File: config.mk
export PLATFORM = sky130hd
export DESIGN_NAME = ex_wb_stage
export DESIGN_NICKNAME = d
export VERILOG_FILES = /design/src/rtl/ex_wb_stage.sv
export SDC_FILE = /design/constraint.sdc
export NUM_CORES = 1
export LEC_CHECK = 0
export CAP_MARGIN = 10
export CORE_MARGIN = 2
export CORE_UTILIZATION = 35
export DETAILED_ROUTE_END_ITERATION = 10
export PLACE_DENSITY = 0.66
export SYNTH_ARGS = -nofsm -noshare
export SYNTH_HDL_FRONTEND = slang
export SYNTH_SLANG_ARGS = --single-unit
export TNS_END_PERCENT = 50
File: constraint.sdc
create_clock -name clk -period 2.8 [get_ports clk]
set_input_delay 0.56 -clock clk [delete_from_list [all_inputs] [get_ports clk]]
set_output_delay 0.56 -clock clk [all_outputs]
set_load 0.05 [all_outputs]
File: src/rtl/ex_wb_stage.sv
// EX->WB pipeline register: holds the ALU result for writeback, owns the committed
// flag register, and resolves branches into a one-cycle redirect pulse.
module ex_wb_stage #(
  parameter int DATA_W = 32,
  parameter int REG_AW = 5,
  parameter int CNT_W  = 16
) (
  input  logic              clk,
  input  logic              rst,
  input  logic              in_valid,
  output logic              in_ready,
  input  logic [DATA_W-1:0] alu_out,
  input  logic              carry_in,
  input  logic              zero_in,
  input  logic              sign_in,
  input  logic              ovf_in,
  input  logic [REG_AW-1:0] in_rd,
  input  logic              in_wen,
  input  logic              in_flag_we,
  input  logic              in_br_en,
  input  logic [3:0]        in_br_cond,
  input  logic [DATA_W-1:0] in_br_target,
  input  logic              flush,
  output logic              out_valid,
  input  logic              out_ready,
  output logic [DATA_W-1:0] wb_data,
  output logic [REG_AW-1:0] wb_rd,
  output logic              wb_wen,
  output logic              br_taken,
  output logic [DATA_W-1:0] br_target,
  output logic [3:0]        flags_q,
  output logic [CNT_W-1:0]  stall_cnt
);

  logic accept;
  logic cond_hit;
  logic br_fire;
  logic stalled;

  assign in_ready = !out_valid || out_ready;
  assign accept   = in_valid && in_ready && !flush;
  assign stalled  = out_valid && !out_ready && !flush;

  // Condition tested against flags_q before this edge's update, so a
  // flag-writing branch sees the previous instruction's flags.
  always_comb begin
    cond_hit = 1'b0;
    case (in_br_cond)
      4'b0000: cond_hit = 1'b1;
      4'b0001: cond_hit = flags_q[2];
      4'b0010: cond_hit = !flags_q[2];
      4'b0011: cond_hit = flags_q[3];
      4'b0100: cond_hit = !flags_q[3];
      4'b0101: cond_hit = flags_q[1];
      4'b0110: cond_hit = !flags_q[1];
      4'b0111: cond_hit = flags_q[0];
      4'b1000: cond_hit = !flags_q[0];
      default: cond_hit = 1'b0;
    endcase
  end

  assign br_fire = accept && in_br_en && cond_hit;

  always_ff @(posedge clk or negedge rst) begin
    if (!rst) begin
      out_valid <= 1'b0;
      wb_data   <= '0;
      wb_rd     <= '0;
      wb_wen    <= 1'b0;
      br_taken  <= 1'b0;
      br_target <= '0;
      flags_q   <= '0;
      stall_cnt <= '0;
    end else begin
      br_taken <= br_fire;
      if (br_fire) br_target <= in_br_target;

      if (flush) begin
        out_valid <= 1'b0;
      end else if (accept) begin
        out_valid <= 1'b1;
        wb_data   <= alu_out;
        wb_rd     <= in_rd;
        wb_wen    <= in_wen;
      end else if (out_ready) begin
        out_valid <= 1'b0;
      end

      if (accept && in_flag_we) flags_q <= {carry_in, zero_in, sign_in, ovf_in};

      if (stalled && (stall_cnt != {CNT_W{1'b1}})) stall_cnt <= stall_cnt + 1'b1;
    end
  end

endmodule

# Word-level counts from Yosys, hierarchy flattened
# Cells that the tools add are included.
totals:
  ram_bits: 0
  mem_count: 0
  latch_bits: 0
  reg_bits: 92
  output_inout_bits: 93
  mem_bits_ro: 0
op_classes:
  reduce_logical: 19
  n_shift: 0
  n_mul: 0
  n_eq_ne: 9
  bitwise: 1
  n_div: 0
  n_lt_le_gt_ge: 0
  n_addsub: 1
  muxes: 4
op_table:
  columns: ["operator", "count"]
  rows:
  - ["adder 16 x 1 -> 16 bit (second input constant)", 1]
  - ["== test 4 x 3 -> 1 bit (second input constant)", 4]
  - ["inequality test 16 bit (second input constant)", 1]
  - ["one-hot mux 1 bit (9 select lines)", 1]
  - ["== test 4 x 2 -> 1 bit (second input constant)", 2]
  - ["logical AND 1 bit", 8]
  - ["logical NOT 1 bit", 7]
  - ["== test 4 x 1 -> 1 bit (second input constant)", 1]
  - ["== test 4 bit (second input constant)", 1]
  - ["logical NOT 4 bit", 1]
  - ["2-to-1 mux 1 bit", 3]
  - ["nonzero test 3 bit", 1]
  - ["AND reduction 2 bit", 1]
  - ["logical OR 1 bit", 1]
  - ["NOT 1 bit", 1]

# Logic depth before layout (Yosys ltp)
logic_depth:
  depth_word: 6
  mapped_depth: 6
  depth_no_buf: 5

# Least setup slack after synthesis
# No wires, ideal clock.
synth_timing:
  path_kind: "flip-flop to flip-flop"
  startpoint: "register out_valid"
  endpoint: "register stall_cnt[12]"
  arrival_ps: 1985
  synth_period_minus_slack_ps: 2110
  stages_incl_launch_ff: 5
  slack_ps: 690
  setup_time_ps: 125
  t_required_ps: 2675
  cell_sequence: "dfrtp_1 or3b_2 or3_1 nor2_1 mux2_2"
synth_between:
  elab_chain_len: 3
synth_lines:
  columns: ["element", "line_no", "source"]
  rows:
  - ["start, declared", "24", "output logic out_valid,"]
  - ["start signal, assigned", "66", "out_valid <= 1'b0;"]
  - ["start signal, assigned", "79", "out_valid <= 1'b0;"]
  - ["start signal, assigned", "81", "out_valid <= 1'b1;"]
  - ["logical AND 1 bit (2 in series)", "42", "assign stalled = out_valid && !out_ready && !flush;"]
  - ["logical AND 1 bit", "91", "if (stalled && (stall_cnt != {CNT_W{1'b1}})) stall_cnt <= stall_cnt + 1'b1;"]
  - ["end signal, assigned", "91", null]
  - ["end, declared", "32", "output logic [CNT_W-1:0] stall_cnt"]
# Every way passes these cells.
# A chain may end at the register's enable or synchronous reset.

# Final worst setup path
layout_timing:
  startpoint: "input in_br_cond[2]"
  endpoint: "register br_target[28]"
layout_between:
  elab_chain_len: 3
layout_lines:
  columns: ["element", "line_no", "source"]
  rows:
  - ["start, declared", "21", "input logic [3:0] in_br_cond,"]
  - ["== test 4 bit, or another cell as far along", "48", "case (in_br_cond)"]
  - ["one-hot mux 1 bit (9 select lines) *", "48", null]
  - ["logical AND 1 bit *", "62", "assign br_fire = accept && in_br_en && cond_hit;"]
  - ["end signal, assigned", "76", "if (br_fire) br_target <= in_br_target;"]
  - ["end, declared", "30", "output logic [DATA_W-1:0] br_target,"]
# Every way passes the cells marked *; elsewhere a longest branch is shown, timed or not.

==> summary.md <==
| Metric | Value |
|---|---|
| Final hold violation count | 0 |
| Post-synth EDFFs | 0 |
| Clock share of power | 0.184 |
| Synthesis-to-layout area growth | 57.1% |
| Synth Register Bits | 92 |
| Top fanout value on the critical path | 33 |
| Max clock buf depth | 2 |
| Crit path time final | 2.26 ns |
| Final setup vio count | 0 |
| Synth top area share | 0.600 |
| Crit path kind | in -> reg |
| Asr flop ratio synth | 1.00 |
| Fin. max-slew vios | 0 |
| PostCTS Resize Cnt | 0 |
| Drt total wl | 8890 um |
| Max VDD drop | 613 uV |
| Vias in the first global route | 2,768 |
| Drt first-iter violations | 103 |
| TritonCTS clock tree | built |
| Root buffer cell | clkbuf_8 |
| # clock sinks | 92 |
| Max Fclk | 443 MHz |
| Cts hold-fix bufs | 0 |
| Worst-path clk slew | 0.09 ns |
| Syn Inst Count | 252 |
| Sw frac | 0.406 |
| Register area share after synthesis | 0.600 |
| Initial antenna violation count | 0 |
| Max-Cap Viols | 0 |
| All-Layer GR Usage | 0.149 |
| Synth cell types | 32 |
| Core area | 0.0107 mm2 |
| Fin Clk Skew | 0.0106 ns |
| Via density | 4.62 |
| Die Wd | 109 um |
| Final Power | 5060 uW |
| Rows | 38 |
| Total clock buffers created by CTS | 9 |
| Final Cycle Share | 0.806 |
| RSZ-0062 raised after global routing | false |
| I/O Buffers | 177 |
| CP endpoint kind | flip-flop |
| Remaining DRCs | 0 |
| Logic pwr share | 0.455 |
| YS warnings | 0 |
| Synth area leader | dfrtp_1 |
| Post-detail-place hpwl | 6510 um |
| First-pass GRT wire length | 13,600 um |
| Worst EP arrival | 2.49 ns |
| Antenna cells | 0 |
| Pin count of the biggest net entering global routing | 51 |
| Layout cells sized above 1 | 0.242 |
| Die ar. | 0.0118 mm2 |
| P per Cell Area | 839 mW/mm2 |
| Leak | 0.00265 uW |
| Status | finished, final reports clean |
| Commonest non-fill, non-tap cell in the layout | clkdlybuf4s50_1 |
| Initial core utilization | 0.357 |
| Critical Path Start Type | input port |
| Psw | 2050 uW |
| Setup TNS | 0 ns |
| # nets final | 524 |
| DR pass1 iterations | 4 |
| Relative slew margins | 0.621 |
| Routed Antenna Nets | 0 |
| Critical Path RT | 3.04 ns |
| WL/cell | 15.2 um |
| Post-Syn Area | 0.00384 mm2 |
| Vias | 2,693 |
| Internal Power | 3010 uW |
| H-tree depth | 3 |
| # Post-CTS Setup Buffers | 0 |
| Post-Syn Area per Cell | 15.2 um2 |
| Seq pwr share | 0.361 |
| Top cells by area, synth | dfrtp_1 60%, mux2_2 14%, mux2_4 11%, xor2_1 3.2%, nand2_1 1.1% |
| Die height | 109 um |
| Synthesized Nets | 338 |
| Hold Path Class | in -> async |
| Remaining Overflow, GRT | 0 |
| Fillers | 920 |
| Worst slew pin tran | 0.568 ns |
| Clock Latency Late Sink | 0.35 ns |
| Most frequent cells in the layout | 175 x clkdlybuf4s50_1, 92 x dfrtp_1, 47 x mux2_2, 29 x mux2_4, 14 x xor2_1 |
| Top FF cell, synth | dfrtp_1 |
| RD Place Congestion | 0.768 |
| I/O pins | 178 |
-- worst max-delay path: stages --
cell	delay, ns
clkdlybuf4s50_1	0.60
mux2i_1	0.28
a221oi_2	0.12
o311ai_4	0.26
buf_12	0.29
mux2_2	0.37
-- routing by layer --
| layer | up-vias | global-route usage | wire (um) |
|---|---|---|---|
| met1 | 1312 | 0.193 | 3800 |
| met3 | 9 | 0.0371 | 693 |
| li1 | 1270 | - | - |
| met4 | 0 | 0.0522 | 91 |
| met2 | 102 | 0.242 | 4300 |
| met5 | - | 0 | 0 |
-- cell families after synthesis --
logic type / count (synthesis) / synth area share
flip-flops: 92 / 0.600
multiplexers: 77 / 0.254
AND/OR/NAND/NOR: 51 / 0.0717
XOR/XNOR: 14 / 0.0320
buffers and inverters: 12 / 0.0179
AO/OA/AOI/OAI: 5 / 0.0212
adder cells (fa/ha/maj): 1 / 0.00326
-- Yosys cell counts, drive strengths merged (2+ instances only) --
master  instances
or2             2
clkbuf          2
nor3            6
xor2           14
nor3b           2
nand4           6
inv             3
and3            2
mux2           76
nor4            6
nand2          11
dfrtp          92
nand3           4
buf             7
nor2b           2
nor2            5
-- sequential cells by signal, summed over array words and instances, names as in the netlist --
name and count:
wb_wen 1, flags_q 4, stall_cnt 16, wb_rd 5
out_valid 1, br_taken 1, br_target 32, wb_data 32
-- final timing paths --
check / startpoint / endpoint / slack [ns] / depth (start not counted)
max reg2reg: flags_q[2]$_DFFE_PN0P_ / br_target[16]$_DFFE_PN0P_ / 0.91 / 5
min reg2reg: wb_data[26]$_DFFE_PN0P_ / wb_data[26]$_DFFE_PN0P_ / 0.51 / 1
max in group asynchronous: rst / wb_data[15]$_DFFE_PN0P_ / 1.93 / 2
max: in_br_cond[2] / br_target[28]$_DFFE_PN0P_ / 0.54 / 6
min: rst / br_target[13]$_DFFE_PN0P_ / 0.19 / 1
min in group clk: wb_data[26]$_DFFE_PN0P_ / wb_data[26]$_DFFE_PN0P_ / 0.51 / 1
-- cell type report --
class | count | area, um2 | area share
flip-flops and latches | 92 | 2300 | 0.382
well taps | 140 | 175 | 0.0291
multi-input cells | 148 | 1470 | 0.244
clock buffers | 11 | 151 | 0.0251
inverters | 3 | 11.3 | 0.00187
clock inverters | 5 | 58.8 | 0.00975
repair buffers | 184 | 1860 | 0.308
-- power groups by stage --
stage | clock, uW | sequential (uW) | combinational [uW]
finish | 930 | 1830 | 2300
global route | 1010 | 1870 | 2390
CTS | 966 | 1830 | 2320
detailed placement | 0 | 1850 | 2320
global placement | 0 | 1840 | 2300
floorplan | 0 | 2890 | 409
-- through the flow --
step            util  cell area, um2  worst slack (ns)  std cells  hold slack (ns)
5_1_grt        0.561            6030             0.483        583            0.229
6_report       0.561            6030             0.542        583            0.195
3_3_place_gp   0.542            5820             0.242        567            0.487
3_5_place_dp   0.542            5820             0.173        567            0.491
2_1_floorplan      -            3840             0.690        252            0.264
4_1_cts        0.561            6030             0.535        583            0.202
(Power assumes the default switching activity.)
